### src/rtl/ssm_tile_scheduler.sv
`default_nettype none
// ============================================================================
// Module   : ssm_tile_scheduler
// Purpose  : Walks the H x P head/channel space of the tiled FP16 SSM datapath
//            in H_tile x P_tile tiles. For each tile it pulses tile_start to
//            the tile engine, waits for tile_done, then moves to the next
//            tile (channels inner loop, heads outer loop). A full pass is
//            bracketed by busy and ends with a one-cycle done pulse.
// Ports    : clk        - clock, rising edge
//            rst        - asynchronous reset, active low
//            start      - begin a full pass (only looked at while idle)
//            abort      - cancel the current pass
//            tile_done  - engine pulse: current tile finished
//            tile_start - pulse to engine: compute tile at h_base/p_base
//            h_base     - first head index of the current tile
//            p_base     - first channel index of the current tile
//            tile_cnt   - tiles completed in this pass
//            busy       - pass in progress
//            done       - one-cycle pulse at pass completion
//            err        - sticky watchdog error
// Options  : SSM_TILE_TIMEOUT_EN - builds a per-tile watchdog of TIMEOUT_CYC
//            cycles; without it err is constant 0 and tiles wait forever.
// Revision : 1.0 - initial release
// ============================================================================
module ssm_tile_scheduler #(
  parameter int H           = 24,
  parameter int P           = 64,
  parameter int H_tile      = 12,
  parameter int P_tile      = 16,
  parameter int TIMEOUT_CYC = 4096,
  localparam int NT = (H / H_tile) * (P / P_tile),
  localparam int HW = $clog2(H),
  localparam int PW = $clog2(P),
  localparam int CW = $clog2(NT + 1)
) (
  input  logic          clk,
  input  logic          rst,
  input  logic          start,
  input  logic          abort,
  input  logic          tile_done,
  output logic          tile_start,
  output logic [HW-1:0] h_base,
  output logic [PW-1:0] p_base,
  output logic [CW-1:0] tile_cnt,
  output logic          busy,
  output logic          done,
  output logic          err
);

  localparam logic [HW-1:0] H_STEP   = HW'(H_tile);
  localparam logic [PW-1:0] P_STEP   = PW'(P_tile);
  localparam logic [PW-1:0] P_LAST   = PW'(P - P_tile);
  localparam logic [CW-1:0] CNT_LAST = CW'(NT - 1);

  typedef enum logic [1:0] {
    S_IDLE = 2'd0,
    S_WAIT = 2'd1,
    S_FIN  = 2'd2
  } state_t;

  state_t        state_q,      state_d;
  logic          tile_start_q, tile_start_d;
  logic [HW-1:0] h_base_q,     h_base_d;
  logic [PW-1:0] p_base_q,     p_base_d;
  logic [CW-1:0] tile_cnt_q,   tile_cnt_d;
  logic          busy_q,       busy_d;
  logic          done_q,       done_d;

`ifdef SSM_TILE_TIMEOUT_EN
  localparam int            WW      = $clog2(TIMEOUT_CYC + 1);
  // Compared against the count before increment, so the error fires on the
  // TIMEOUT_CYC-th waiting cycle of a tile.
  localparam logic [WW-1:0] WD_LAST = WW'(TIMEOUT_CYC - 1);

  logic          err_q, err_d;
  logic [WW-1:0] wd_q,  wd_d;
`else
  logic unused_timeout;
  assign unused_timeout = (TIMEOUT_CYC > 0);
`endif

  always_comb begin
    state_d      = state_q;
    tile_start_d = 1'b0;
    h_base_d     = h_base_q;
    p_base_d     = p_base_q;
    tile_cnt_d   = tile_cnt_q;
    busy_d       = busy_q;
    done_d       = 1'b0;
`ifdef SSM_TILE_TIMEOUT_EN
    err_d        = err_q;
    wd_d         = wd_q;
`endif

    case (state_q)
      S_IDLE: begin
        // tile_done and abort carry no meaning between passes.
        if (start) begin
          state_d      = S_WAIT;
          tile_start_d = 1'b1;
          busy_d       = 1'b1;
          h_base_d     = '0;
          p_base_d     = '0;
          tile_cnt_d   = '0;
`ifdef SSM_TILE_TIMEOUT_EN
          err_d        = 1'b0;
          wd_d         = '0;
`endif
        end
      end

      S_WAIT: begin
        if (abort) begin
          // Cancel wins over a tile finishing in the same cycle; the
          // completed-tile count is left for software to inspect.
          state_d  = S_IDLE;
          busy_d   = 1'b0;
          h_base_d = '0;
          p_base_d = '0;
        end else if (tile_done) begin
          tile_cnt_d = tile_cnt_q + CW'(1);
`ifdef SSM_TILE_TIMEOUT_EN
          wd_d       = '0;
`endif
          if (tile_cnt_q == CNT_LAST) begin
            state_d = S_FIN;
            busy_d  = 1'b0;
            done_d  = 1'b1;
          end else begin
            tile_start_d = 1'b1;
            if (p_base_q == P_LAST) begin
              p_base_d = '0;
              h_base_d = h_base_q + H_STEP;
            end else begin
              p_base_d = p_base_q + P_STEP;
            end
          end
        end
`ifdef SSM_TILE_TIMEOUT_EN
        else if (wd_q == WD_LAST) begin
          err_d   = 1'b1;
          state_d = S_IDLE;
          busy_d  = 1'b0;
        end else begin
          wd_d = wd_q + WW'(1);
        end
`endif
      end

      S_FIN: begin
        // done is already on the wire this cycle; indices and count hold
        // their final values unless the pass is cancelled here.
        state_d = S_IDLE;
        if (abort) begin
          h_base_d = '0;
          p_base_d = '0;
        end
      end

      default: begin
        state_d = S_IDLE;
        busy_d  = 1'b0;
      end
    endcase
  end

  always_ff @(posedge clk or negedge rst) begin
    if (!rst) begin
      state_q      <= S_IDLE;
      tile_start_q <= 1'b0;
      h_base_q     <= '0;
      p_base_q     <= '0;
      tile_cnt_q   <= '0;
      busy_q       <= 1'b0;
      done_q       <= 1'b0;
`ifdef SSM_TILE_TIMEOUT_EN
      err_q        <= 1'b0;
      wd_q         <= '0;
`endif
    end else begin
      state_q      <= state_d;
      tile_start_q <= tile_start_d;
      h_base_q     <= h_base_d;
      p_base_q     <= p_base_d;
      tile_cnt_q   <= tile_cnt_d;
      busy_q       <= busy_d;
      done_q       <= done_d;
`ifdef SSM_TILE_TIMEOUT_EN
      err_q        <= err_d;
      wd_q         <= wd_d;
`endif
    end
  end

  assign tile_start = tile_start_q;
  assign h_base     = h_base_q;
  assign p_base     = p_base_q;
  assign tile_cnt   = tile_cnt_q;
  assign busy       = busy_q;
  assign done       = done_q;
`ifdef SSM_TILE_TIMEOUT_EN
  assign err        = err_q;
`else
  assign err        = 1'b0;
`endif

endmodule
`default_nettype wire

### config.mk
export PLATFORM = sky130hd
export DESIGN_NAME = ssm_tile_scheduler
export DESIGN_NICKNAME = d
export VERILOG_FILES = /design/src/rtl/ssm_tile_scheduler.sv
export SDC_FILE = /design/constraint.sdc
export NUM_CORES = 1
export LEC_CHECK = 0
export CELL_PAD_IN_SITES_DETAIL_PLACEMENT = 0
export CELL_PAD_IN_SITES_GLOBAL_PLACEMENT = 1
export CORE_ASPECT_RATIO = 1.75
export CORE_MARGIN = 4
export CORE_UTILIZATION = 31
export DETAILED_ROUTE_END_ITERATION = 10
export GPL_ROUTABILITY_DRIVEN = 0
export PLACE_DENSITY = 0.79
export SLEW_MARGIN = 10
export SYNTH_ARGS = -nofsm -noshare
export SYNTH_HDL_FRONTEND = slang
export SYNTH_SLANG_ARGS = --single-unit
### constraint.sdc
create_clock -name clk -period 2.3 [get_ports clk]
set_input_delay 0.46 -clock clk [delete_from_list [all_inputs] [get_ports clk]]
set_output_delay 0.46 -clock clk [all_outputs]
set_load 0.01 [all_outputs]
==> metrics.yaml, run 1 <==
fmax_mhz: 559
clk_latency_ns: 0.24
use_met1_pct: 9.37
worstSetupEndpointType: "register"
worstPathRequired_ns: 2.42
ctsHtreeMaxLevel: 1
multiInputGateArea_um2: 409
synth_simple_gate_area_share_pct: 22.2
final-seq-area_um2: 350
min_from: "busy$_DFFE_PN0P_"
clock-sinks: 14
syn_avg_cell_area_um2: 9.46
hold-worst-slack_ns: 0.532
grt_overflow: 0
setup_tns_ns: 0
num_vias: 660
r2r_end: "h_base[2]$_DFFE_PN0P_"
r2r_setup_slack_ns: 0.51
dr.first_iter.drc_count: 19
cp-start-kind: "register"
syn_area_um2: 823
use_met2_pct: 21.4
hold_viol: 0
clk_pin_slew_worst_paths_ns: 0.06
ys_ff_latch: 14
antenna_cells: 0
crit_type: "reg -> reg"
hold_class: "reg -> reg"
start_util_pct: 32.6
cts_resized: 0
grt.met3_usage_pct: 2.36
remaining_drc_errors: 0
final_cell_mix: "clkdlybuf4s50_1 (16), dfrtp_1 (14), nor2_1 (10), conb_1 (7), inv_1 (6)"
p_per_area_mw_per_mm2: 648
grt_pass1_wl_mm: 2.96
worst_pin_slew_ns: 0.663
die_x_um: 47.0
dr.pass1.iters: 4
fin_skew_ns: 0.00267
crit_arrival_ns: 1.91
drtAntennaViolNets: 0
status: "complete, no violations"
drv_cap: 0
r2r_start: "tile_cnt[0]$_DFFE_PN0P_"
dieArea_mm2: 0.00358
finalCritPeriodShare_pct: 77.8
synth_mux_area_share_pct: 2.43
ys_types: 30
clockBufferDepth: 2
fillers: 250
maxSlewViolCount: 0
vias_per_cell: 5.08
cts_setup_buffers: 0
cts_buffers: 3
drt_wl_total_mm: 1.87
grt_max_degree: 15
routedWlPerCell_um: 14.4
io_buffers: 16
cts_root_buffer: "clkbuf_8"
core.rowCount: 24
ys_warn_count: 0
synth_xor_xnor_area_share_pct: 1.06
core_mm2: 0.00252
tritoncts: "done"
syn_inst: 87
busiest_layer: "met2"
finalCriticalPeriod_ns: 1.79
die_h_um: 76.2
setup_violations: 0
grt_pass1_vias: 684
final_common_cell: "clkdlybuf4s50_1"
antenna_found_initial: 0
critical_path.max_fanout: 7
synth_fa_ha_area_share_pct: 4.56
synth_top_family_by_area: "simple AND/OR/NAND/NOR gates"
p_leak_nw: 0.497
grt_use_total_pct: 11.3
vdd_ir_drop_max_v: 0.000218
layout.nets: 113
drive_gt1_share_pct: 8.65
min_to: "busy$_DFFE_PN0P_"
synth_compound_area_share_pct: 16.3
num_io_pins: 24
syn2layout_area_growth_pct: 25.1
reg2regPathDepth: 5
ys_seq_area_share_pct: 42.6
dp_hpwl_mm: 1.46
holdPathStages: 1
grt_setup_unrepaired: "false"
relSlewSlack_pct: 55.6
cts_hold_buf: 0
==> registers in the layout, indices dropped and copies added, names as in the netlist <==
register    flops
tile_cnt        4
tile_start      1
p_base          2
busy            1
h_base          3
state_q         2
done            1
==> final cells by class <==
class                   instances  share of cell area (%)
clock buffers                   4                    5.35
flip-flops and latches         14                    34.0
well taps                      26                    3.16
multi-input cells              64                    39.7
repair buffers                 16                    15.6
inverters                       6                    2.19
==> report_power, final <==
group | leakage, nW | switching (W) | internal, W | total [W]
Combinational | 0.281 | 0.0000699 | 0.0000700 | 0.000140
Clock | 0.0288 | 0.0000826 | 0.000151 | 0.000234
Sequential | 0.187 | 0.0000257 | 0.000268 | 0.000293
Total | 0.497 | 0.000178 | 0.000489 | 0.000667
==> stage by stage <==
| stage | total power (W) | instance area [µm²] | setup WS, ns | util (%) | instances |
|---|---|---|---|---|---|
| 3_3_place_gp | 0.000435 | 975 | 0.306 | 38.6 | 126 |
| 4_1_cts | 0.000679 | 1030 | 0.493 | 40.8 | 130 |
| 5_1_grt | 0.000707 | 1030 | 0.421 | 40.8 | 130 |
| 2_1_floorplan | 0.000380 | 846 | 0.627 | - | 93 |
| 6_report | 0.000667 | 1030 | 0.511 | 40.8 | 130 |
| 3_5_place_dp | 0.000440 | 975 | 0.271 | 38.6 | 126 |
==> worst max-delay path, stage by stage (launching register included) <==
cell,delay [ns]
dfrtp_1,0.42
ha_1,0.29
nand3b_4,0.14
nand2_2,0.06
a211o_1,0.38
a221o_1,0.38
==> worst max-delay path by stage <==
stage / endpoint / cells after the start / from
after floorplan: h_base[2]$_DFFE_PN0P_ / 5 / tile_cnt[0]$_DFFE_PN0P_
after global placement: h_base[3]$_DFFE_PN0P_ / 4 / abort
after detailed placement: h_base[2]$_DFFE_PN0P_ / 5 / abort
after CTS: h_base[2]$_DFFE_PN0P_ / 5 / tile_cnt[0]$_DFFE_PN0P_
after global routing: h_base[2]$_DFFE_PN0P_ / 5 / abort
final: h_base[2]$_DFFE_PN0P_ / 5 / tile_cnt[0]$_DFFE_PN0P_
==> synthesized netlist by cell type <==
master | count | area, µm²
a21o_1 | 2 | 15.0
nand4b_1 | 1 | 8.76
nand3_1 | 5 | 25.0
a221o_1 | 2 | 20.0
nor2b_1 | 1 | 6.26
nor3_1 | 2 | 10.0
inv_1 | 6 | 22.5
dfrtp_1 | 14 | 350
clkbuf_1 | 1 | 3.75
a21boi_0 | 1 | 7.51
ha_1 | 3 | 37.5
mux2i_1 | 2 | 20.0
nand3b_1 | 1 | 7.51
a211oi_1 | 1 | 7.51
conb_1 | 1 | 3.75
a21o_2 | 1 | 8.76
xnor2_1 | 1 | 8.76
nand2_1 | 4 | 15.0
o21ai_0 | 5 | 25.0
nor3b_1 | 2 | 15.0
o31ai_1 | 1 | 7.51
a211o_1 | 1 | 8.76
a31o_2 | 1 | 8.76
buf_4 | 8 | 60.1
nand3b_4 | 1 | 20.0
nand2b_1 | 2 | 12.5
a21oi_1 | 5 | 25.0
nor3b_4 | 1 | 18.8
nor2_1 | 10 | 37.5
nand2_2 | 1 | 6.26
==> kinds of logic (layout without fill, tap and decap cells) <==
| logic type | after synthesis | in the layout |
|---|---|---|
| xor gates and xnor gates | 1 | 1 |
| muxes | 2 | 2 |
| buffers and inverters | 15 | 26 |
| other | 1 | 7 |
| and+or+nand+nor | 31 | 31 |
| AOI/OAI and AO/OA | 20 | 20 |
| DFF | 14 | 14 |
| adders and majority gates | 3 | 3 |
==> routing by layer <==
layer | share of wire (%) | wire length (µm)
met5 | 0 | 0
met4 | 1.7 | 32
met3 | 5.2 | 97
met2 | 60 | 1110
met1 | 33 | 623
(Power assumes the default switching activity.)
==> run 2, diff against run 1 <==
clock period = 1.8 ns   (was 2.3 ns; I/O delays follow)
==> run 2 against run 1 <==
Effect of this change:
- final cell count grew 7.7%
- hold slack lost 0.10 ns
- routed wire length grew 1.9%
- via count grew 4.4%
- clock power grew 29%
- clock skew grew 0.0023 ns
- cell area grew 7.3%
- utilization grew 3.0 points
- fmax grew 8.0%
- critical path type unchanged
- largest cell class unchanged
==> metrics.yaml, run 2 (synthesized netlist as in run 1, its figures left out) <==
finalCriticalPeriod_ns: 1.66
layout.nets: 123
grt_overflow: 0
final_cell_mix: "clkdlybuf4s50_1 (16), dfrtp_1 (14), nor2_1 (10), buf_4 (10), conb_1 (7)"
dr.first_iter.drc_count: 5
core_mm2: 0.00252
cts_hold_buf: 0
setup_tns_ns: 0
core.rowCount: 24
finalCritPeriodShare_pct: 92.1
antenna_found_initial: 0
placed_area_mm2: 0.00105
dr.pass1.iters: 4
io_buffers: 16
start_util_pct: 32.6
drtAntennaViolNets: 0
cts_buffers: 3
clockBufferDepth: 2
drt_wl_total_mm: 1.90
hold_viol: 0
vdd_ir_drop_max_v: 0.000306
die_x_um: 47.0
crit_type: "reg -> reg"
remaining_drc_errors: 0
grt_setup_unrepaired: "false"
postLayoutCellArea_mm2: 0.00110
syn2layout_area_growth_pct: 34.2
fillers: 262
cts_root_buffer: "clkbuf_8"
num_io_pins: 24
p_leak_nw: 0.547
clk_pin_slew_worst_paths_ns: 0.06
placed_cells: 136
cts_setup_buffers: 0
status: "complete, no violations"
antenna_cells: 0
cp-start-kind: "register"
largest_register_ffs: 4
slowest_stage: "dfrtp_1"
fin_skew_ns: 0.00493
tritoncts: "done"
die_h_um: 76.2
grt_max_degree: 15
r2r_start: "tile_cnt[1]$_DFFE_PN0P_"
drv_cap: 0
max_stage_delay_ns: 0.41
stdcell_count: 140
worstPathRequired_ns: 1.92
grt_use_total_pct: 12.0
cts_resized: 0
setup_violations: 0
dp_hpwl_mm: 1.54
critical_path.max_fanout: 4
crit_arrival_ns: 1.78
clk_latency_ns: 0.24
reg2regPathDepth: 5
maxSlewViolCount: 0
fin_util_pct: 43.8
worstPathCellList: "ha_1 > nand3b_4 > nand2_2 > a211o_1 > a221o_1"
grt_pass1_vias: 697
hold_class: "in -> async"
p_per_area_mw_per_mm2: 800
worstSetupEndpointType: "register"
final_common_cell: "clkdlybuf4s50_1"
fmax_mhz: 604
cp-startpoint: "tile_cnt[1]$_DFFE_PN0P_"
grt_pass1_wl_mm: 3.08
clock-sinks: 14
ctsHtreeMaxLevel: 1
num_vias: 689
drive_gt1_share_pct: 16.7
dieArea_mm2: 0.00358
vias_per_cell: 4.92
routedWlPerCell_um: 13.6
==> run 2: cell count changes in the layout (fill, tap and decap cells not counted) <==
cell   delta
buf_4    +10
==> run 2: worst paths after layout <==
kind,to,slack [ns]
worst max-delay path,h_base[3]$_DFFE_PN0P_,0.14
worst min-delay path,h_base[2]$_DFFE_PN0P_,0.43
worst max register to register,h_base[3]$_DFFE_PN0P_,0.14
worst min register to register,busy$_DFFE_PN0P_,0.52
max in group asynchronous,h_base[3]$_DFFE_PN0P_,1.20
min in group clk,busy$_DFFE_PN0P_,0.52
==> run 2: critical path: cells and delay by family (launching register included) <==
family / cells / cell delay [ns]
AO/OA/AOI/OAI: 2 / 0.70
flip-flops: 1 / 0.41
adder cells (fa/ha/maj): 1 / 0.27
AND/OR/NAND/NOR: 2 / 0.16
==> run 2: area by class of cell <==
cell class	count	area [µm²]	area share (%)
multi-input cells	64	409	37.0
flip-flops and latches	14	350	31.7
repair buffers	26	235	21.3
clock buffers	4	55.1	4.98
well taps	26	32.5	2.94
inverters	6	22.5	2.04
==> run 2: report_power, final <==
part / total, W / switching (W) / internal, W
Sequential: 0.000369 / 0.0000269 / 0.000342
Clock: 0.000303 / 0.000110 / 0.000193
Combinational: 0.000212 / 0.000100 / 0.000112
Total: 0.000884 / 0.000237 / 0.000647
==> run 2: through the flow <==
stage,setup WS [ns],total power (W),hold WS [ns]
floorplan,0.127,0.000485,0.0644
global placement,-0.0287,0.000582,0.494
detailed placement,-0.0395,0.000588,0.506
CTS,0.123,0.000895,0.433
global route,0.0814,0.000934,0.445
finish,0.143,0.000884,0.431
==> run 2: layer usage <==
metal / GRT usage [%] / part of all wire [%]
met5: 0 / 0
met1: 10.8 / 36
met2: 21.9 / 57
met4: 5.82 / 0.89
met3: 3.55 / 6.1
